## src/rtl/mips150_mem_stage.sv

```systemverilog
// MIPS150 memory-access stage: turns decoded load/store controls into a single
// req/ack data-memory transaction, stalling the pipeline until it completes.
module mips150_mem_stage #(
    parameter int ACK_TIMEOUT = 255,
    parameter int DMEM_AW     = 30
) (
    input  logic               clk,
    input  logic               rst_n,
    input  logic               valid_in,
    input  logic               mem_to_reg,
    input  logic [2:0]         mask,
    input  logic [1:0]         mem_write,
    input  logic [31:0]        addr,
    input  logic [31:0]        store_data,
    output logic               stall,
    output logic               load_valid,
    output logic [31:0]        load_data,
    output logic               misaligned,
    output logic               bus_error,
    output logic               dmem_req,
    output logic [3:0]         dmem_we,
    output logic [DMEM_AW-1:0] dmem_addr,
    output logic [31:0]        dmem_wdata,
    input  logic               dmem_ack,
    input  logic [31:0]        dmem_rdata
);

    localparam int CW = (ACK_TIMEOUT > 1) ? $clog2(ACK_TIMEOUT) : 1;

    typedef enum logic [1:0] {IDLE, REQ, WAIT, RESP} state_t;

    localparam logic [1:0] SZ_BYTE = 2'd0;
    localparam logic [1:0] SZ_HALF = 2'd1;
    localparam logic [1:0] SZ_WORD = 2'd2;

    state_t          state;
    logic [CW-1:0]   count;
    logic            ld_q;
    logic            sext_q;
    logic [1:0]      size_q;
    logic [1:0]      off_q;

    logic            is_store;
    logic            mem_op;
    logic            aligned;
    logic            accept;
    logic [1:0]      size_n;
    logic            sext_n;
    logic [3:0]      we_n;
    logic [31:0]     wdata_n;
    logic [7:0]      sel_byte;
    logic [15:0]     sel_half;
    logic [31:0]     fmt;

    // A store always wins over a load; the load mask only matters for loads.
    always_comb begin
        is_store = (mem_write != 2'b00);
        size_n   = SZ_WORD;
        sext_n   = 1'b0;
        if (is_store) begin
            case (mem_write)
                2'b01:   size_n = SZ_BYTE;
                2'b10:   size_n = SZ_HALF;
                default: size_n = SZ_WORD;
            endcase
        end else begin
            case (mask)
                3'b000: begin size_n = SZ_BYTE; sext_n = 1'b1; end
                3'b001: begin size_n = SZ_HALF; sext_n = 1'b1; end
                3'b011: size_n = SZ_BYTE;
                3'b100: size_n = SZ_HALF;
                default: size_n = SZ_WORD;
            endcase
        end

        case (size_n)
            SZ_BYTE: aligned = 1'b1;
            SZ_HALF: aligned = ~addr[0];
            default: aligned = (addr[1:0] == 2'b00);
        endcase

        mem_op = valid_in & (is_store | mem_to_reg);

        we_n    = 4'b0000;
        wdata_n = 32'h0;
        if (is_store) begin
            case (size_n)
                SZ_BYTE: begin
                    we_n    = 4'b1000 >> addr[1:0];
                    wdata_n = {4{store_data[7:0]}};
                end
                SZ_HALF: begin
                    we_n    = addr[1] ? 4'b0011 : 4'b1100;
                    wdata_n = {2{store_data[15:0]}};
                end
                default: begin
                    we_n    = 4'b1111;
                    wdata_n = store_data;
                end
            endcase
        end
    end

    assign accept = (state == IDLE) & mem_op & aligned;

    // Big-endian lane extraction from the word returned with ack.
    always_comb begin
        case (off_q)
            2'd0:    sel_byte = dmem_rdata[31:24];
            2'd1:    sel_byte = dmem_rdata[23:16];
            2'd2:    sel_byte = dmem_rdata[15:8];
            default: sel_byte = dmem_rdata[7:0];
        endcase
        sel_half = off_q[1] ? dmem_rdata[15:0] : dmem_rdata[31:16];
        case (size_q)
            SZ_BYTE: fmt = {{24{sext_q & sel_byte[7]}}, sel_byte};
            SZ_HALF: fmt = {{16{sext_q & sel_half[15]}}, sel_half};
            default: fmt = dmem_rdata;
        endcase
    end

    always_ff @(posedge clk or negedge rst_n) begin
        if (!rst_n) begin
            state      <= IDLE;
            count      <= '0;
            ld_q       <= 1'b0;
            sext_q     <= 1'b0;
            size_q     <= SZ_BYTE;
            off_q      <= 2'b00;
            load_data  <= 32'h0;
            misaligned <= 1'b0;
            bus_error  <= 1'b0;
            dmem_we    <= 4'b0000;
            dmem_addr  <= '0;
            dmem_wdata <= 32'h0;
        end else begin
            misaligned <= 1'b0;
            bus_error  <= 1'b0;
            case (state)
                IDLE: begin
                    if (mem_op && !aligned) begin
                        misaligned <= 1'b1;
                    end else if (accept) begin
                        ld_q       <= ~is_store;
                        sext_q     <= sext_n;
                        size_q     <= size_n;
                        off_q      <= addr[1:0];
                        dmem_we    <= we_n;
                        dmem_addr  <= addr[DMEM_AW+1:2];
                        dmem_wdata <= wdata_n;
                        state      <= REQ;
                    end
                end
                REQ: begin
                    count <= '0;
                    state <= WAIT;
                end
                WAIT: begin
                    // An ack in the final allowed cycle beats the timeout.
                    if (dmem_ack) begin
                        if (ld_q) begin
                            load_data <= fmt;
                        end
                        state <= RESP;
                    end else if ((ACK_TIMEOUT != 0) && (count == CW'(ACK_TIMEOUT - 1))) begin
                        bus_error <= 1'b1;
                        state     <= IDLE;
                    end else begin
                        count <= count + CW'(1);
                    end
                end
                default: begin
                    state <= IDLE;
                end
            endcase
        end
    end

    assign dmem_req   = (state == REQ);
    assign load_valid = (state == RESP) & ld_q;
    assign stall      = accept | (state == REQ) | (state == WAIT);

endmodule

```

## config.mk

```make
export PLATFORM = sky130hd
export DESIGN_NAME = mips150_mem_stage
export DESIGN_NICKNAME = d
export VERILOG_FILES = /design/src/rtl/mips150_mem_stage.sv
export SDC_FILE = /design/constraint.sdc
export NUM_CORES = 1
export LEC_CHECK = 0
export CORE_ASPECT_RATIO = 0.75
export CORE_MARGIN = 1
export CORE_UTILIZATION = 45
export DETAILED_ROUTE_END_ITERATION = 12
export GPL_TIMING_DRIVEN = 0
export PLACE_DENSITY = 0.91
export SYNTH_ARGS = -nofsm -noshare
export SYNTH_HDL_FRONTEND = slang
export SYNTH_SLANG_ARGS = --single-unit
```

## constraint.sdc

```tcl
create_clock -name clk -period 2.3 [get_ports clk]
set_input_delay 0.23 -clock clk [delete_from_list [all_inputs] [get_ports clk]]
set_output_delay 0.23 -clock clk [all_outputs]
set_load 0.01 [all_outputs]
```

# Word-level counts from Yosys, hierarchy flattened
# Cells that the tools add are included.
[word_totals]
word_cells = 88
out_inout_bits = 103
reg_bits = 116
inputBits = 106
[op_classes]
reduce_logical = 17
n_mux = 27
n_shift = 1
eq_ne = 18
n_addsub = 1
bitwise = 12
[ops]
columns = ["op", "n"]
rows = [
  ["32-bit one-hot mux with 2 select lines", 2],
  ["32-bit two-way mux", 1],
  ["8-bit one-hot mux with 3 select lines", 1],
  ["16-bit two-way mux", 1],
  ["8-bit two-way mux", 2],
  ["8-bit one-hot mux with 2 select lines", 1],
  ["3-bit AND reduction", 4],
  ["2-bit by 1-bit == test with 1-bit output, second input constant", 5],
  ["2-bit zero test", 5],
  ["2-bit two-way mux", 5],
  ["8-bit by 1-bit adder with 8-bit output, second input constant", 1],
  ["2-bit == test, second input constant", 4],
  ["8-bit == test, second input constant", 1],
  ["4-bit two-way mux", 2],
  ["2-bit inequality test, second input constant", 4],
  ["2-bit one-hot mux with 2 select lines", 2],
  ["4-bit one-hot mux with 2 select lines", 1],
  ["1-bit two-way mux", 7],
  ["1-bit AND", 6],
  ["2-bit one-hot mux with 3 select lines", 1],
  ["2-bit OR reduction", 3],
  ["2-bit nonzero test", 2],
  ["4-bit by 2-bit >> shifter with 4-bit output, first input constant", 1],
  ["3-bit by 1-bit == test with 1-bit output, second input constant", 1],
  ["other kinds (9)", 13],
]

# Longest topological paths before layout
[logic_depth]
depth_word = 10
mapped_depth = 10
depth_no_buf = 7

# Worst setup path after synthesis
# No wires, ideal clock.
[synth_path]
path_kind = "in2out"
start = "in mem_write[0]"
end = "out stall"
t_required_ps = 2070
arrival_ps = 1776
setup_slack_ps = 294
stages = 9
n_path_buf = 3
path_cell_list = "inv_1 -> ha_1 -> buf_2 -> nand2b_1 -> o211ai_2 -> and3_1 -> clkbuf_1 -> buf_2 -> or3_1"
[synth_between]
elab_chain_len = 8
word_cells_on_any_way = 14
classes_between = "eq/ne (3); mux (3); bitwise (6); reduce/logical (2)"
[synth_rtl]
columns = ["element", "line_no", "text"]
rows = [
  ["start, declared", "12", "input logic [1:0] mem_write,"],
  ["2-bit == test / 2-bit by 1-bit == test with 1-bit output (equally long branches)", "61", "case (mem_write)"],
  ["2-bit one-hot mux with 2 select lines", "61", ""],
  ["2-bit two-way mux", "60", "if (is_store) begin"],
  ["2-bit by 1-bit == test with 1-bit output / 2-bit zero test (equally long branches)", "76", "case (size_n)"],
  ["1-bit one-hot mux with 2 select lines", "76", ""],
  ["1-bit AND (*)", "104", "assign accept = (state == IDLE) & mem_op & aligned;"],
  ["1-bit bitwise OR (*) (2 in a row)", "181", "assign stall = accept | (state == REQ) | (state == WAIT);"],
  ["end, declared", "15", "output logic stall,"],
]
# Every way passes the cells marked *; elsewhere a longest branch is shown, timed or not.

# Worst setup path after layout
[layout_path]
start = "in addr[0]"
end = "out stall"
[layout_between]
elab_chain_len = 5
word_cells_on_any_way = 6
classes_between = "mux (1); bitwise (4); reduce/logical (1)"
[layout_rtl]
columns = ["element", "line_no", "text"]
rows = [
  ["start, declared", "13", "input logic [31:0] addr,"],
  ["2-bit zero test / 1-bit inverter (equally long branches)", "79, 78", ""],
  ["1-bit one-hot mux with 2 select lines (*)", "76", ""],
  ["1-bit AND (*)", "104", ""],
  ["1-bit bitwise OR (*) (2 in a row)", "181", ""],
]
# Marked as above.

==> metrics.yaml <==
vias_per_cell: 5.47
nNetsFinal: 975
fin_cells: 1037
synthesis.instances: 626
clkTransAtPathRegs_ns: 0.05
rsz0062_at_grt: "no"
cp.arrival_ns: 1.97
path_cells: "clkdlybuf4s50_1 > inv_1 > o22a_1 > and3_4 > buf_8 > or3_1 > buf_2"
nFillCells: 908
hold_path_class: "primary input to flip-flop"
die-area_um2: 13100
dp_cells: 1000
first_pass_iters: 7
p_per_area_nw_per_um2: 1270
drt-initial-drc-count: 319
setup-violations-final: 0
status: "finished, final reports clean"
synth_edf_count: 0
antenna_cells: 0
io_pins: 209
gp_congestion: 0.909
maxCapViolCount: 0
critPathLaunchType: "primary input"
ff_latch_area_um2: 2900
dr_total_vias: 5672
cts_tree: "yes"
end_kind: "output pin"
fmax_mhz: 455
wire_per_inst_um: 17.5
synth_seq_cells: 116
multi_input_area_um2: 2560
period_minus_slack_ns: 2.20
cts_buffers: 17
tightest_slew_ns: 0.685
slowest_stage: "clkdlybuf4s50_1"
fin_crit_sh_pct: 95.6
drive_above_1_share_pct: 10.8
fp.dieH_um: 99.2
required_ns: 2.07
grt_start_max_net_pins: 98
areaGrowthSynthToFinish_pct: 54.4
power_leakage_nw: 3.97
htreeDepth: 4
reg2reg_from: "state[0]"
path_class: "primary input to output pin"
slowest_delay_ns: 0.59
die_w_um: 132
finalSetupTns_ns: 0
antenna_found_initial: 0
fp-row-count: 35
grt_pass1_wl_um: 29000
crit_path_start: "addr[0]"
skew_ns: 0.00862
cp_num_buf_inv: 4
fin_util_pct: 71.4
core_area_um2: 12300
cp_top_family: "buffers and inverters"
min-delay-start: "dmem_ack"
globalRouteOverflowTotal: 0
clock_latency_ns: 0.41
clock_sinks: 116
drc: 0
ys_seq_area_share_pct: 51.2
cts_buffer_depth: 2
slew_violations: 0
irDropWorstVdd_uv: 711
totalWireLength_um: 18200
ys_types: 53
hold_ws_ns: 0.142
syn_area_per_cell_um2: 9.05
io_buffers: 207
hold_violations: 0
yosysWarnings: 0
ant_nets: 0
start_util_pct: 46.2
grt_pass1_vias: 5646
max_slew_margin_pct: 54.2
dpl.hpwl_um: 12900
ys.flop_type: "dfrtp_1"
cp_max_fo: 5
syn_nets: 742
syn_area_um2: 5670
track_usage_pct: 28.4
root_buffer: "clkbuf_16"
async_flop_share_pct: 100
stage by stage:
stage / cell area (um^2) / worst slack, ns / power [mW]
6_report: 8750 / 0.102 / 11.1
3_5_place_dp: 7980 / -0.836 / 8.06
2_1_floorplan: 5670 / 0.294 / 5.59
4_1_cts: 8730 / 0.00703 / 11.1
3_3_place_gp: 7950 / -3.51 / 7.91
5_1_grt: 8750 / 0.0249 / 11.7
registers in the layout, summed over array words and instances, names as in the netlist, 2 cells and up:
register,count
dmem_addr,30
dmem_wdata,32
count,8
state,2
dmem_we,4
load_data,32
size_q,2
off_q,2
final timing paths:
path / to / cells after the start / slack [ns]
worst max-delay path: stall / 7 / 0.10
worst min-delay path: bus_error / 2 / 0.14
worst max register to register: load_data[19] / 7 / 0.19
worst min register to register: dmem_wdata[3] / 2 / 0.47
max in group asynchronous: dmem_addr[27] / 3 / 1.33
min in group asynchronous: load_data[22] / 2 / 0.23
kinds of logic after synthesis:
group / count (synthesis) / synth area share [%]
AOI/OAI and AO/OA: 121 / 14.2
xor gates and xnor gates: 3 / 0.464
adders and majority gates: 10 / 2.21
buffers and inverters: 56 / 4.48
DFF: 116 / 51.2
muxes: 30 / 5.78
and+or+nand+nor: 290 / 21.7
synthesized netlist by cell type, types with 3 or more instances:
cell type	instances	area, um^2
nand2_1	177	664
dfrtp_1	116	2900
nand3_1	47	235
nor2_1	34	128
o21ai_0	28	140
a21oi_1	26	130
clkbuf_1	21	78.8
buf_2	17	85.1
mux2i_1	17	170
inv_1	14	52.6
nor3_1	11	55.1
ha_1	10	125
mux2_2	9	101
o211ai_1	9	67.6
a22o_1	8	70.1
a22oi_1	8	60.1
o22ai_1	8	50.1
o31ai_1	8	60.1
o21ai_1	4	20.0
a21o_1	3	22.5
a31oi_1	3	18.8
and3_1	3	18.8
mux2_1	3	33.8
xnor2_1	3	26.3
repair_timing:
item / CTS / global route
hold buffers: 1 / 0
resized for setup: 20 / 7
pin swaps: 2 / 2
endpoints found under the setup margin: 2 / 2
buffers inserted: 7 / 1
hold endpoints to repair: 19 / 0
power breakdown:
group,switching (mW),internal [mW],total [mW],leakage [nW]
Clock,0.928,1.98,2.90,0.317
Combinational,2.31,2.45,4.76,2.16
Sequential,0.510,2.90,3.41,1.49
layout by cell type, fill, tap and decap left out, types with 3 or more instances in the layout:
cell type          n
ha_1               8
o21ai_0           28
clkbuf_1          18
a21o_1             3
nand3_1           47
buf_2             15
dfrtp_1          116
nand2_1          176
clkbuf_8           6
o211ai_1           9
clkdlybuf4s50_1  203
mux2_1             3
a22oi_1            8
mux2i_1           17
bufinv_16          4
o31ai_1            8
a31oi_1            3
mux2_2             9
inv_1             11
nor2_1            34
a21oi_1           26
buf_4             10
o21ai_1            4
nor3_1            11
clkbuf_16         17
o22ai_1            8
buf_6              4
a22o_1             8
xnor2_1            3
worst reg2reg max path, delay by kind of cell, from the launching register on:
kind | cells | cell delay (ns)
buffers and inverters | 3 | 0.90
adder cells (fa/ha/maj) | 1 | 0.27
flip-flops | 1 | 0.38
AND/OR/NAND/NOR | 3 | 0.48
layout make-up:
cell class	count	share of cell area, %
buffer	39	2.36
multi-input combinational	454	29.2
tap	166	2.37
inverter	14	0.629
timing repair buffer	217	24.8
clock buffer	23	5.80
clock inverter	8	1.66
sequential	116	33.2
routing by layer:
layer / part of all wire [%] / up-vias / track usage [%] / routed length (um)
met2: 47 / 282 / 46.0 / 8600
met3: 7.7 / 45 / 7.24 / 1400
li1: - / 2631 / - / -
met1: 43 / 2714 / 37.0 / 7780
met4: 2.0 / 0 / 10.5 / 368
met5: 0 / - / 0 / 0
Note: power is estimated with default switching activity, not from simulation.
